--- src/rtl/mtr_pkg.sv ---
// Shared types and helpers for the wheel motor-drive front end.
// Holds direction/state enums, duty width constants and the bounded
// duty stepping function used by the slew-limited drive.
package mtr_pkg;

    typedef enum logic [1:0] {
        DIR_NONE,
        DIR_FWD,
        DIR_REV
    } dir_t;

    typedef enum logic [1:0] {
        IDLE,
        RUN,
        RAMP_DN,
        DEAD
    } state_t;

    localparam int              DUTY_W   = 11;
    localparam logic [DUTY_W-1:0] DUTY_MAX = 11'h7FF;

    // Move cur toward goal by at most step, never passing the goal.
    // The upward sum is one bit wider so a ramp near full scale cannot wrap,
    // and the downward path only subtracts when the gap exceeds the step.
    function automatic logic [DUTY_W-1:0] step_toward(
        input logic [DUTY_W-1:0] cur,
        input logic [DUTY_W-1:0] goal,
        input logic [DUTY_W-1:0] step
    );
        logic [DUTY_W:0]   up;
        logic [DUTY_W-1:0] gap;
        step_toward = cur;
        up          = {1'b0, cur} + {1'b0, step};
        gap         = '0;
        if (cur < goal) begin
            step_toward = (up > {1'b0, goal}) ? goal : up[DUTY_W-1:0];
        end else if (cur > goal) begin
            gap         = cur - goal;
            step_toward = (gap > step) ? (cur - step) : goal;
        end
    endfunction

endpackage

--- src/rtl/slew_tick_gen.sv ---
// Free-running prescaler that marks the start of each slew period.
// The counter wraps on its own and is only cleared by reset, so new
// speed commands never shift the slew grid.
module slew_tick_gen #(
    parameter int DIV = 2048
) (
    input  logic clk,
    input  logic rst_n,
    output logic tick
);

    localparam int CW = (DIV > 1) ? $clog2(DIV) : 1;

    logic [CW-1:0] cnt;

    assign tick = (cnt == CW'(DIV - 1));

    // Count 0..DIV-1 and wrap to 0 on the terminal count.
    always_ff @(posedge clk or negedge rst_n) begin
        if (!rst_n) begin
            cnt <= '0;
        end else if (tick) begin
            cnt <= '0;
        end else begin
            cnt <= cnt + CW'(1);
        end
    end

endmodule

--- src/rtl/mtr_slew_drv.sv ---
// Slew-limited duty and H-bridge direction control for one wheel.
// Converts the signed speed command into an unsigned duty that changes by at
// most SLEW_STEP per slew tick, ramping to zero and holding a dead time with
// both bridge enables low before any direction change.
// Build option: MTR_DEADBAND_EN adds MIN_DUTY to every nonzero goal in RUN.
module mtr_slew_drv
    import mtr_pkg::*;
#(
    parameter int SLEW_DIV    = 2048,
    parameter int SLEW_STEP   = 16,
    parameter int DEAD_CYCLES = 1024,
    parameter int MIN_DUTY    = 64
) (
    input  logic              clk,
    input  logic              rst_n,
    input  logic [11:0]       spd,
    input  logic              spd_vld,
    output logic [DUTY_W-1:0] duty,
    output logic              fwd,
    output logic              rev,
    output logic              busy
);

    localparam int GW  = DUTY_W + 1;
    localparam int DCW = (DEAD_CYCLES > 1) ? $clog2(DEAD_CYCLES) : 1;

`ifdef MTR_DEADBAND_EN
    localparam bit DB_EN = 1'b1;
`else
    localparam bit DB_EN = 1'b0;
`endif

    logic              tick;
    logic [11:0]       spd_abs;
    logic [DUTY_W-1:0] spd_mag;
    dir_t              spd_dir;
    logic [DUTY_W-1:0] tgt_mag;
    dir_t              tgt_dir;
    logic [GW-1:0]     mag_off;
    logic [DUTY_W-1:0] goal;
    state_t            state, state_nxt;
    dir_t              cur_dir, cur_dir_nxt;
    logic [DUTY_W-1:0] duty_nxt;
    logic [DCW-1:0]    dead_cnt, dead_cnt_nxt;

    slew_tick_gen #(
        .DIV (SLEW_DIV)
    ) u_tick (
        .clk   (clk),
        .rst_n (rst_n),
        .tick  (tick)
    );

    // Magnitude and direction of the incoming command; -2048 has no positive
    // 11-bit counterpart, so its magnitude clamps to full scale.
    always_comb begin
        spd_abs = spd[11] ? (~spd + 12'd1) : spd;
        spd_mag = spd_abs[11] ? DUTY_MAX : spd_abs[DUTY_W-1:0];
        if (spd == 12'd0) begin
            spd_dir = DIR_NONE;
        end else if (spd[11]) begin
            spd_dir = DIR_REV;
        end else begin
            spd_dir = DIR_FWD;
        end
    end

    // Hold the most recent command; a new strobe overrides it in any state.
    always_ff @(posedge clk or negedge rst_n) begin
        if (!rst_n) begin
            tgt_mag <= '0;
            tgt_dir <= DIR_NONE;
        end else if (spd_vld) begin
            tgt_mag <= spd_mag;
            tgt_dir <= spd_dir;
        end
    end

    // Running goal: the command magnitude, optionally lifted past the motor
    // deadband; a zero target always stays at zero.
    always_comb begin
        mag_off = {1'b0, tgt_mag} + GW'(MIN_DUTY);
        goal    = tgt_mag;
        if (DB_EN && (tgt_mag != '0)) begin
            goal = (mag_off > {1'b0, DUTY_MAX}) ? DUTY_MAX : mag_off[DUTY_W-1:0];
        end
    end

    // Sequence the bridge: dead time before energising, slew while running,
    // ramp to zero before any reversal or stop.
    always_comb begin
        state_nxt    = state;
        cur_dir_nxt  = cur_dir;
        duty_nxt     = duty;
        dead_cnt_nxt = dead_cnt;
        case (state)
            IDLE: begin
                duty_nxt    = '0;
                cur_dir_nxt = DIR_NONE;
                if (tgt_dir != DIR_NONE) begin
                    state_nxt    = DEAD;
                    dead_cnt_nxt = '0;
                end
            end
            RUN: begin
                if (tgt_dir == cur_dir) begin
                    if (tick) begin
                        duty_nxt = step_toward(duty, goal, DUTY_W'(SLEW_STEP));
                    end
                end else if ((tgt_dir == DIR_NONE) && (duty == '0)) begin
                    state_nxt = IDLE;
                end else begin
                    state_nxt = RAMP_DN;
                end
            end
            RAMP_DN: begin
                if (tgt_dir == cur_dir) begin
                    state_nxt = RUN;
                end else if (duty == '0) begin
                    if (tgt_dir == DIR_NONE) begin
                        state_nxt = IDLE;
                    end else begin
                        state_nxt    = DEAD;
                        dead_cnt_nxt = '0;
                    end
                end else if (tick) begin
                    duty_nxt = step_toward(duty, '0, DUTY_W'(SLEW_STEP));
                end
            end
            DEAD: begin
                duty_nxt = '0;
                if (dead_cnt == DCW'(DEAD_CYCLES - 1)) begin
                    cur_dir_nxt = tgt_dir;
                    state_nxt   = (tgt_dir == DIR_NONE) ? IDLE : RUN;
                end else begin
                    dead_cnt_nxt = dead_cnt + DCW'(1);
                end
            end
            default: begin
                state_nxt = IDLE;
                duty_nxt  = '0;
            end
        endcase
    end

    // State, direction, dead-time counter and duty registers.
    always_ff @(posedge clk or negedge rst_n) begin
        if (!rst_n) begin
            state    <= IDLE;
            cur_dir  <= DIR_NONE;
            dead_cnt <= '0;
            duty     <= '0;
        end else begin
            state    <= state_nxt;
            cur_dir  <= cur_dir_nxt;
            dead_cnt <= dead_cnt_nxt;
            duty     <= duty_nxt;
        end
    end

    // Bridge enables follow the registered state, so fwd and rev can never
    // both be high and both drop during DEAD and IDLE.
    always_comb begin
        fwd  = ((state == RUN) || (state == RAMP_DN)) && (cur_dir == DIR_FWD);
        rev  = ((state == RUN) || (state == RAMP_DN)) && (cur_dir == DIR_REV);
        busy = (state == RAMP_DN) || (state == DEAD);
    end

endmodule

--- config.mk ---
export PLATFORM = sky130hd
export DESIGN_NAME = mtr_slew_drv
export DESIGN_NICKNAME = d
export VERILOG_FILES = /design/src/rtl/mtr_pkg.sv /design/src/rtl/slew_tick_gen.sv /design/src/rtl/mtr_slew_drv.sv
export SDC_FILE = /design/constraint.sdc
export NUM_CORES = 1
export LEC_CHECK = 0
export BUFFER_PORTS_ARGS = -buffer_cell sky130_fd_sc_hd__buf_4
export CAP_MARGIN = 20
export CELL_PAD_IN_SITES_DETAIL_PLACEMENT = 1
export CELL_PAD_IN_SITES_GLOBAL_PLACEMENT = 2
export CORE_MARGIN = 1.5
export CORE_UTILIZATION = 41
export CTS_CLUSTER_DIAMETER = 50
export DETAILED_ROUTE_END_ITERATION = 6
export HOLD_SLACK_MARGIN = 0.02
export PLACE_DENSITY_LB_ADDON = 0.1
export SETUP_SLACK_MARGIN = 0.4
export SYNTH_ARGS = -nofsm -noshare
export SYNTH_HDL_FRONTEND = slang
export SYNTH_SLANG_ARGS = --single-unit
export TNS_END_PERCENT = 100
--- constraint.sdc ---
create_clock -name clk -period 5.05 [get_ports clk]
set_clock_uncertainty 0.05 [all_clocks]
set_input_delay 0.505 -clock clk [delete_from_list [all_inputs] [get_ports clk]]
set_output_delay 0.505 -clock clk [all_outputs]
set_load 0.005 [all_outputs]
# Yosys cells after proc, flatten, opt, wreduce, memory -nomap -nowiden

Index checks and enable logic that the tools add are counted.

Flip-flop bits (word level): 49
Input port bits: 15

Add/subtract/negate cells: 6
$lt $le $gt $ge: 8
Equality and inequality tests: 22
Muxes and demuxes: 36
Bitwise operators: 1
Reductions and logical operators: 17

Operators with widths:

| operator                                                        | count |
|---|---|
| two-way mux 11 bit                                              | 15 |
| two-way mux 10 bit                                              | 5 |
| case mux 11 bit (3 select lines)                                | 1 |
| case mux 10 bit (3 select lines)                                | 1 |
| greater-than comparator 11 x 5 -> 1 bit (second input constant) | 2 |
| != test 2 bit (second input constant)                           | 11 |
| two-way mux 2 bit                                               | 10 |
| adder 11 x 5 -> 12 bit (second input constant)                  | 1 |
| adder 12 x 1 -> 12 bit (second input constant)                  | 1 |
| greater-than comparator 12 x 1 -> 1 bit (second input constant) | 1 |
| greater-than comparator 12 x 11 -> 1 bit                        | 1 |
| zero test 12 bit                                                | 1 |
| two-way mux 12 bit                                              | 1 |
| NOT 12 bit                                                      | 1 |
| adder 11 x 1 -> 11 bit (second input constant)                  | 1 |
| == test 11 bit (second input constant)                          | 1 |
| greater-than comparator 11 x 1 -> 1 bit (second input constant) | 1 |
| greater-than comparator 11 bit                                  | 1 |
| zero test 11 bit                                                | 1 |
| < comparator 11 x 1 -> 1 bit (second input constant)            | 1 |
| < comparator 11 bit                                             | 1 |
| subtractor 11 bit                                               | 1 |
| subtractor 11 x 5 -> 11 bit (second input constant)             | 1 |
| adder 10 x 1 -> 10 bit (second input constant)                  | 1 |
| 18 further kinds                                                | 28 |

# Longest topological paths before layout

Gate-level depths: netlist of run 1.

Depth after elaboration: 8
Depth in mapped cells: 13

# By module

From an unflattened synthesis of run 1, not the netlist that was laid out.

Cell total of the unflattened synthesis: 464
Area total of the unflattened synthesis: 4,003.8 um^2

By module, submodules not included:

| module        | instances | cells an instance | area an instance (um^2) |
|---|---|---|---|
| mtr_slew_drv  | 1         | 417               | 3,473.3 |
| slew_tick_gen | 1         | 47                | 530.5 |

# Worst setup path before layout of run 1

OpenSTA, ideal clock, no wires.

Kind: register to register
From: register duty[0]
To: register duty[10]
Arrival time: 3.075 ns
Required time: 4.924 ns
Setup slack: 1.849 ns
Stages on the path, launching flop included: 13
Path buffers: 0
Period minus slack after synthesis: 3.201 ns
Cell sequence: dfrtp_1 inv_1 ha_1 inv_1 fa_1 a21o_1 a211o_1 a2111oi_4 a2bb2o_4 and4b_1 a21oi_2 a2111o_1 o21ai_1

Longest elaborated chain between the ends: 8
Elaborated cells between the ends (all ways): 30
Those cells by class: add/sub: 3; order compare: 8; eq/ne: 3; mux: 14; reduce/logical: 2

Ends and longest elaborated chain:

| item                                                            | RTL line                                    | RTL |
|---|---|---|
| from (decl)                                                     | mtr_slew_drv.sv:18                          | `output logic [DUTY_W-1:0] duty,` |
| from (signal assigned)                                          | mtr_slew_drv.sv:157                         | `duty <= duty_nxt;` |
| adder 11 x 5 -> 12 bit (tied with other cells)                  | mtr_pkg.sv:33                               | `up = {1'b0, cur} + {1'b0, step};` |
| greater-than comparator 12 x 1 -> 1 bit (tied with other cells) | mtr_pkg.sv:36                               | `step_toward = (up > {1'b0, goal}) ? goal : up[DUTY_W-1:0];` |
| two-way mux 11 bit (on tied branches)                           | mtr_pkg.sv:36, mtr_pkg.sv:37, mtr_pkg.sv:39 |  |
| two-way mux 11 bit (on tied branches)                           | mtr_pkg.sv:35, mtr_pkg.sv:37                |  |
| two-way mux 11 bit (on tied branches)                           | mtr_slew_drv.sv:126, mtr_pkg.sv:35          |  |
| two-way mux 11 bit (on tied branches)                           | mtr_slew_drv.sv:119, mtr_slew_drv.sv:107    |  |
| two-way mux 11 bit (on tied branches)                           | mtr_slew_drv.sv:117, mtr_slew_drv.sv:106    |  |
| case mux 11 bit (3 select lines)                                | mtr_slew_drv.sv:96                          | `case (state)` |

Parallel ways exist; a longest one is shown, timed or not. The select of a mux whose other input is x is not followed.
A chain may end at the register's enable or synchronous reset.

# Worst setup path after layout of run 1

From: register duty[0]
To: register duty[4]

Same word-level chain as after synthesis.

==> results of run 1 <==
## metal layers
layer	global-route usage [%]	vias up	routed length [um]
li1	-	1730	-
met1	31.7	1724	5280
met2	34.5	63	4820
met3	2.55	4	348
met4	4.59	0	63
met5	0	-	0
## worst paths after layout
path	startpoint	to	cells past startpoint	slack [ns]
max	duty[0]$_DFFE_PN0P_	duty[4]$_DFFE_PN0P_	12	1.33
min	rst_n	duty[7]$_DFFE_PN0P_	1	0.16
max reg2reg	duty[0]$_DFFE_PN0P_	duty[4]$_DFFE_PN0P_	12	1.33
min reg2reg	u_tick.cnt[0]$_DFF_PN0_	u_tick.cnt[0]$_DFF_PN0_	1	0.43
max in group asynchronous	rst_n	dead_cnt[4]$_DFFE_PN0P_	1	4.33
min in group clk	u_tick.cnt[0]$_DFF_PN0_	u_tick.cnt[0]$_DFF_PN0_	1	0.43
## logic make-up after synthesis
logic type,count (synthesis),synth area share (%)
XOR/XNOR,35,7.73
buffers and inverters,39,3.85
flip-flops,49,30.9
multiplexers,8,2.11
AND/OR/NAND/NOR,183,24.9
AO/OA/AOI/OAI,118,21.1
adder cells (fa/ha/maj),29,9.34
## flip-flops by register name, summed over array words and instances (netlist names)
| signal | flops |
|---|---|
| tgt_dir | 2 |
| state | 2 |
| goal | 11 |
| duty | 11 |
| u_tick.cnt | 11 |
| dead_cnt | 10 |
| cur_dir | 2 |
## area by class of cell
| type | count | area [sq um] | area share, % |
|---|---|---|---|
| clock buffers | 5 | 68.8 | 1.57 |
| flip-flops and latches | 49 | 1230 | 28.0 |
| repair buffers | 28 | 210 | 4.81 |
| well taps | 129 | 161 | 3.69 |
| multi-input cells | 373 | 2590 | 59.2 |
| clock inverters | 3 | 26.3 | 0.601 |
| inverters | 25 | 93.8 | 2.15 |
## cell usage after synthesis, drive strengths merged (3+ instances only)
library cell,number
dfrtp,49
nor2,45
nand2,36
a21oi,34
ha,28
inv,25
xor2,23
nor3,21
o21ai,19
nand3,12
nand4,12
xnor2,12
o211ai,10
or3,10
a21o,8
buf,8
and3,7
nor2b,7
nor4,7
clkbuf,6
nand2b,6
or2,6
a211oi,5
mux2i,5
o21a,5
a2111oi,4
o31ai,4
a211o,3
a22o,3
mux2,3
or4,3
## stage by stage
| step | utilization (%) | hold WS, ns | instance area, sq um |
|---|---|---|---|
| detailed placement | 45.9 | 0.415 | 4280 |
| global route | 46.9 | 0.217 | 4370 |
| CTS | 46.9 | 0.197 | 4370 |
| floorplan | - | 0.159 | 3970 |
| global placement | 45.9 | 0.398 | 4280 |
| finish | 46.9 | 0.159 | 4370 |
## critical path, stage by stage, from the launching register on
cell,delay (ns)
sky130_fd_sc_hd__dfrtp_1,0.42
sky130_fd_sc_hd__inv_1,0.11
sky130_fd_sc_hd__ha_1,0.20
sky130_fd_sc_hd__inv_1,0.07
sky130_fd_sc_hd__fa_1,0.43
sky130_fd_sc_hd__a21o_1,0.24
sky130_fd_sc_hd__a211o_1,0.35
sky130_fd_sc_hd__a2111oi_4,0.38
sky130_fd_sc_hd__a2bb2o_4,0.25
sky130_fd_sc_hd__nand4b_1,0.26
sky130_fd_sc_hd__o21ai_2,0.42
sky130_fd_sc_hd__a2111oi_0,0.18
sky130_fd_sc_hd__a211o_1,0.25
## power breakdown
part	switching, mW	total (mW)	internal, mW	leakage [nW]
clock network	0.151	0.252	0.101	0.0423
logic	0.841	1.40	0.560	1.28
registers	0.135	0.595	0.460	0.625
==> flow_metrics.tcl, run 1 <==
set metrics [dict create \
    postRouteWirelength_um 10500 \
    worst_slack_ns 1.33 \
    drt-pass1-iter-count 4 \
    worstSkewPairLatency_ns 0.31 \
    postCtsResizedCells 0 \
    syn-mean-instance-area_sq_um 8.60 \
    filler_cell_count 1118 \
    antenna_left 0 \
    worst_ep_arrival_time_ns 3.87 \
    floorplan.initialDensity_pct 42.5 \
    overall_power_mw 2.25 \
    cts-htree-levels 2 \
    mappedNetlistArea_sq_um 3970 \
    run_status "complete, no violations" \
    period_needed_ns 3.72 \
    number_of_buffers_inserted_by_post_cts_setup_repair 0 \
    route.detailed.vias_per_inst 5.75 \
    timing.hold.worst.class "input port to asynchronous set/reset pin" \
    synth_edf_count 0 \
    grt_use_total_pct 21.7 \
    setup.worst_path.start_class "flip-flop" \
    detailedPlace.worstSlack_ns 1.44 \
    ys_seq_elements 49 \
    mappedNetlistNets 505 \
    floorplan.core_area_sq_um 9330 \
    tightestPinTransition_ns 0.800 \
    final-setup-viol-count 0 \
    clock_tree_from_tritoncts "yes" \
    end_kind "flip-flop" \
    synth.largest_area_cell "sky130_fd_sc_hd__dfrtp_1" \
    final_layout_size_suffix_gt1_share_pct 12.2 \
    die_w_um 101 \
    power_density_nw_per_um2 514 \
    dieHeight_um 101 \
    cp.required_ns 5.20 \
    rsz_0062_raised_after_global_routing "false" \
    synth_to_final_area_change_pct 10.3 \
    dr_total_vias 3521 \
    netlist_top_cells_area "sky130_fd_sc_hd__dfrtp_1, sky130_fd_sc_hd__ha_1, sky130_fd_sc_hd__xor2_1" \
    dp_hpwl_um 8260 \
    instances_no_fill 612 \
    synth_top_flop_cell "sky130_fd_sc_hd__dfrtp_1" \
    die-area_sq_um 10300 \
    grt_antenna_before_repair 0 \
    grt_first_pass_wirelength_um 17500 \
    initialDrtViolationCount 147 \
    cts_made_buffers 5 \
    ys_seq_area_share_pct 30.9 \
    vdd_drop_max_uv 191 \
    gr-total-overflow 0 \
    numPlacedInstances 604 \
    placement.io_buffers 28 \
    clk_pin_slew_ns 0.10 \
    number_of_design_rule_violations_left_after_detail_routing 0 \
    final_nets 526 \
    leading_cell_types_in_the_layout_fill_and_taps_excluded "sky130_fd_sc_hd__dfrtp_1, sky130_fd_sc_hd__nor2_1, sky130_fd_sc_hd__nand2_1" \
    clock-root-buffer "sky130_fd_sc_hd__clkbuf_8" \
    instance_count_of_the_mapped_netlist 461 \
    sum_of_negative_setup_slack_ns 0 \
    synth-warning-count 0 \
    avgRoutedWirePerCell_um 17.2 \
    report.final.slew_viol_count 0 \
    first_global_vias 3467 \
    rows 35 \
    max_cap_viol_count 0 \
    synth_top_area_share_pct 30.9 \
    crit_fanout 8 \
    cellLeakagePower_nw 1.95 \
    cts_hold_buffers 0 \
    cts_max_path_buffers 2 \
    achievable_frequency_ghz 0.269 \
    hold_violations 0 \
    netlist-cell-type-count 71 \
    num_io_pins 29 \
    synth-async-reset-ratio_pct 100 \
    gp_routability_congestion 0.795 \
    slew_headroom_pct 46.3 \
    final_min_period_over_clock_period_pct 73.6 \
    pin_count_of_the_biggest_net_entering_global_routing 50 \
    clkSinkCount 49 \
    mostFrequentLayoutCell "sky130_fd_sc_hd__dfrtp_1" \
    crit_type "flip-flop to flip-flop" \
    insertedDiodeCount 0 \
]
Power figures use the tool's default switching activity.
==> run 2, diff against run 1 <==
--- a/config.mk
+++ b/config.mk
@@ -5,12 +5,13 @@
 export SDC_FILE = /design/constraint.sdc
 export NUM_CORES = 1
 export LEC_CHECK = 0
+export ABC_AREA = 1
 export BUFFER_PORTS_ARGS = -buffer_cell sky130_fd_sc_hd__buf_4
 export CAP_MARGIN = 20
 export CELL_PAD_IN_SITES_DETAIL_PLACEMENT = 1
 export CELL_PAD_IN_SITES_GLOBAL_PLACEMENT = 2
 export CORE_MARGIN = 1.5
-export CORE_UTILIZATION = 41
+export CORE_UTILIZATION = 36
 export CTS_CLUSTER_DIAMETER = 50
 export DETAILED_ROUTE_END_ITERATION = 6
 export HOLD_SLACK_MARGIN = 0.02
==> constraint.sdc (replaced) <==
create_clock -name clk -period 3.6 [get_ports clk]
set_clock_uncertainty 0.05 [all_clocks]
set_input_delay 0.36 -clock clk [delete_from_list [all_inputs] [get_ports clk]]
set_output_delay 0.36 -clock clk [all_outputs]
set_load 0.005 [all_outputs]
==> run 2 against run 1 <==
Net effect:
- die area rose by 17%
- count of clock-buffer cells in the layout up 2
- non-clock buffer count grew 3
- worst setup slack lost 0.67 ns
- critical path type unchanged
- clock power grew 120%
- sequential cell count unchanged
- utilization shrank 4.5 points
- combinational power rose by 70%
- critical path depth grew 3
- synthesized cell count grew 23%
- maximum frequency is 27% higher
==> flow_metrics.tcl, run 2 <==
set metrics [dict create \
    run_status "complete, no violations" \
    clkSinkCount 49 \
    clock-root-buffer "sky130_fd_sc_hd__clkbuf_16" \
    cp-startpoint "duty[4]$_DFFE_PN0P_" \
    worstPathCellList "inv_1 > ha_1 > inv_2 > a21oi_4 > nor2_2 > nor2_4 > nand2_2 > nand2_2 > nand2_4 > nor2_8 > nand3_4 > o21ai_4 > o21ai_2 > nand2_1 > nand2_1" \
    period_needed_ns 2.93 \
    critPathMaxStageDelay_ns 0.55 \
    dr_total_vias 3849 \
    hold_violations 0 \
    synth_to_final_area_change_pct 13.3 \
    synth-warning-count 0 \
    die_w_um 110 \
    slowest_stage "sky130_fd_sc_hd__dfrtp_1" \
    post_synth_fa_ha_maj_area_fraction_pct 9.01 \
    floorplan.initialDensity_pct 37.4 \
    gp_routability_congestion 0.795 \
    synth_edf_count 0 \
    drt-pass1-iter-count 4 \
    yosys.cell_count.top_type "sky130_fd_sc_hd__nand2_1" \
    achievable_frequency_ghz 0.341 \
    rsz_0062_raised_after_global_routing "false" \
    netlist_top_cells_area "sky130_fd_sc_hd__dfrtp_1, sky130_fd_sc_hd__nand2_1, sky130_fd_sc_hd__ha_1" \
    finalInstanceArea_sq_um 4660 \
    synth.largest_area_cell "sky130_fd_sc_hd__dfrtp_1" \
    slew_headroom_pct 53.3 \
    instance_count_of_the_mapped_netlist 567 \
    mappedNetlistArea_sq_um 4110 \
    crit_family "simple AND/OR/NAND/NOR gates" \
    cts_hold_buffers 0 \
    max_cap_viol_count 0 \
    timing.hold.worst.class "input port to asynchronous set/reset pin" \
    rrSetupSlack_ns 0.67 \
    post_dp_cell_area_sq_um 4480 \
    ys_seq_area_share_pct 29.8 \
    placement.io_buffers 28 \
    worstPathBufferInverterCount 2 \
    cts_max_path_buffers 2 \
    critPathCapture "duty[3]$_DFFE_PN0P_" \
    initialDrtViolationCount 141 \
    dp_hpwl_um 9690 \
    crit_type "flip-flop to flip-flop" \
    synth_simple_gate_area_share_pct 34.8 \
    grt_use_total_pct 22.0 \
    dieHeight_um 110 \
    gr-total-overflow 0 \
    die-area_sq_um 12100 \
    detailroute.wirelength.met2_um 5820 \
    final_layout_size_suffix_gt1_share_pct 15.0 \
    worstSetupPathDepth 15 \
    synth-async-reset-ratio_pct 100 \
    synth_top_family_by_area "simple AND/OR/NAND/NOR gates" \
    tightestPinTransition_ns 0.695 \
    cp.required_ns 3.72 \
    syn-mean-instance-area_sq_um 7.25 \
    crit_fanout 9 \
    grt_first_pass_wirelength_um 20400 \
    yosys-mux-area-fraction_pct 0 \
    clock_tree_from_tritoncts "yes" \
    end_kind "flip-flop" \
    ranking_of_synthesized_cells_by_instance_count "sky130_fd_sc_hd__nand2_1, sky130_fd_sc_hd__inv_1, sky130_fd_sc_hd__nor2_1" \
    worstReg2RegStart "duty[4]$_DFFE_PN0P_" \
    met1_length_um 6070 \
    rows 38 \
    detailroute.wirelength.met3_um 236 \
    sum_of_negative_setup_slack_ns 0 \
    first_global_vias 3895 \
    cellLeakagePower_nw 2.31 \
    sequential_cell_area_in_the_final_layout_sq_um 1230 \
    final_min_period_over_clock_period_pct 81.5 \
    mappedNetlistNets 611 \
    overall_power_mw 3.78 \
    synth_xor_area_share_pct 5.54 \
    r2r.worst_path.cells 15 \
    synth_top_area_share_pct 29.8 \
    worstSkewPairLatency_ns 0.29 \
    num_io_pins 29 \
    synth-compound-area-share_pct 11.8 \
    setup.worst_path.start_class "flip-flop" \
    power_density_nw_per_um2 811 \
    cts-htree-levels 2 \
    timing.hold.ws_ns 0.0614 \
    mostFrequentLayoutCell "sky130_fd_sc_hd__nand2_1" \
    synth_top_flop_cell "sky130_fd_sc_hd__dfrtp_1" \
    pin_count_of_the_biggest_net_entering_global_routing 50 \
    antenna_left 0 \
    final-setup-viol-count 0 \
    grt_antenna_before_repair 0 \
    number_of_buffers_inserted_by_post_cts_setup_repair 0 \
    cts_made_buffers 5 \
    numPlacedInstances 732 \
    number_of_design_rule_violations_left_after_detail_routing 0 \
    ys_seq_elements 49 \
    maxUsedRoutingLayer "met4" \
    route.detailed.vias_per_inst 5.20 \
    worst_ep_arrival_time_ns 3.06 \
    insertedDiodeCount 0 \
    clk_pin_slew_ns 0.07 \
    vdd_drop_max_uv 373 \
    final_nets 643 \
    r2r-end "duty[3]$_DFFE_PN0P_" \
    leading_cell_types_in_the_layout_fill_and_taps_excluded "sky130_fd_sc_hd__nand2_1, sky130_fd_sc_hd__inv_1, sky130_fd_sc_hd__nor2_1" \
    report.final.slew_viol_count 0 \
    floorplan.core_area_sq_um 11000 \
    multi_input_combinational_cell_area_sq_um 2520 \
    instances_no_fill 740 \
    avgRoutedWirePerCell_um 16.5 \
    filler_cell_count 1419 \
    postRouteWirelength_um 12200 \
    netlist-cell-type-count 46 \
]
## run 2: worst min-delay path by stage
stage | to | slack, ns | depth (start not counted)
2_1_floorplan | cur_dir[0]$_DFFE_PN0P_ | 0.01 | 0
3_3_place_gp | goal[10]$_DFFE_PN0P_ | 0.40 | 1
3_5_place_dp | goal[10]$_DFFE_PN0P_ | 0.40 | 1
4_1_cts | goal[10]$_DFFE_PN0P_ | 0.1 | 1
5_1_grt | goal[10]$_DFFE_PN0P_ | 0.12 | 1
6_report | goal[10]$_DFFE_PN0P_ | 0.06 | 1
## run 2: final cells by class
class / instances / area share, %
flip-flops and latches: 49 / 26.3
inverters: 89 / 7.22
multi-input cells: 423 / 54.0
well taps: 140 / 3.76
clock buffers: 7 / 3.06
repair buffers: 31 / 4.99
clock inverters: 1 / 0.644
## run 2: cell families after synthesis
kind of cell / count (synthesis)
adder cells (fa/ha/maj): 29
AND/OR/NAND/NOR: 291
buffers and inverters: 95
flip-flops: 49
AO/OA/AOI/OAI: 77
XOR/XNOR: 26
## run 2: report_power, final
group | internal (mW) | leakage (nW) | total [mW] | switching, mW
registers | 0.655 | 0.613 | 0.841 | 0.187
logic | 0.835 | 1.61 | 2.38 | 1.54
clock network | 0.348 | 0.0841 | 0.560 | 0.212
## run 2: worst reg2reg max path, stage by stage (launching register included)
cell and delay, ns:
sky130_fd_sc_hd__dfrtp_1 0.55, sky130_fd_sc_hd__inv_1 0.21, sky130_fd_sc_hd__ha_1 0.48, sky130_fd_sc_hd__inv_2 0.10, sky130_fd_sc_hd__a21oi_4 0.19, sky130_fd_sc_hd__nor2_2 0.07, sky130_fd_sc_hd__nor2_4 0.09, sky130_fd_sc_hd__nand2_2 0.06
sky130_fd_sc_hd__nand2_2 0.07, sky130_fd_sc_hd__nand2_4 0.06, sky130_fd_sc_hd__nor2_8 0.21, sky130_fd_sc_hd__nand3_4 0.20, sky130_fd_sc_hd__o21ai_4 0.25, sky130_fd_sc_hd__o21ai_2 0.10, sky130_fd_sc_hd__nand2_1 0.07, sky130_fd_sc_hd__nand2_1 0.06
## run 2: metal layers
layer,GRT usage [%],up-vias
li1,-,1916
met1,30.5,1892
met2,37.5,37
met3,2.43,4
met4,2.78,0
met5,0,-
## run 2: stage by stage
stage | utilization (%) | worst slack [ns]
after floorplan | - | 1.11
after CTS | 42.4 | 0.539
final | 42.4 | 0.665
after global placement | 40.8 | 0.645
after global routing | 42.4 | 0.407
after detailed placement | 40.8 | 0.576
## run 2: what timing repair did
item | CTS | global route
resized for setup | 0 | 1
setup endpoints to repair | 0 | 11
endpoints found under the hold margin | 0 | 0
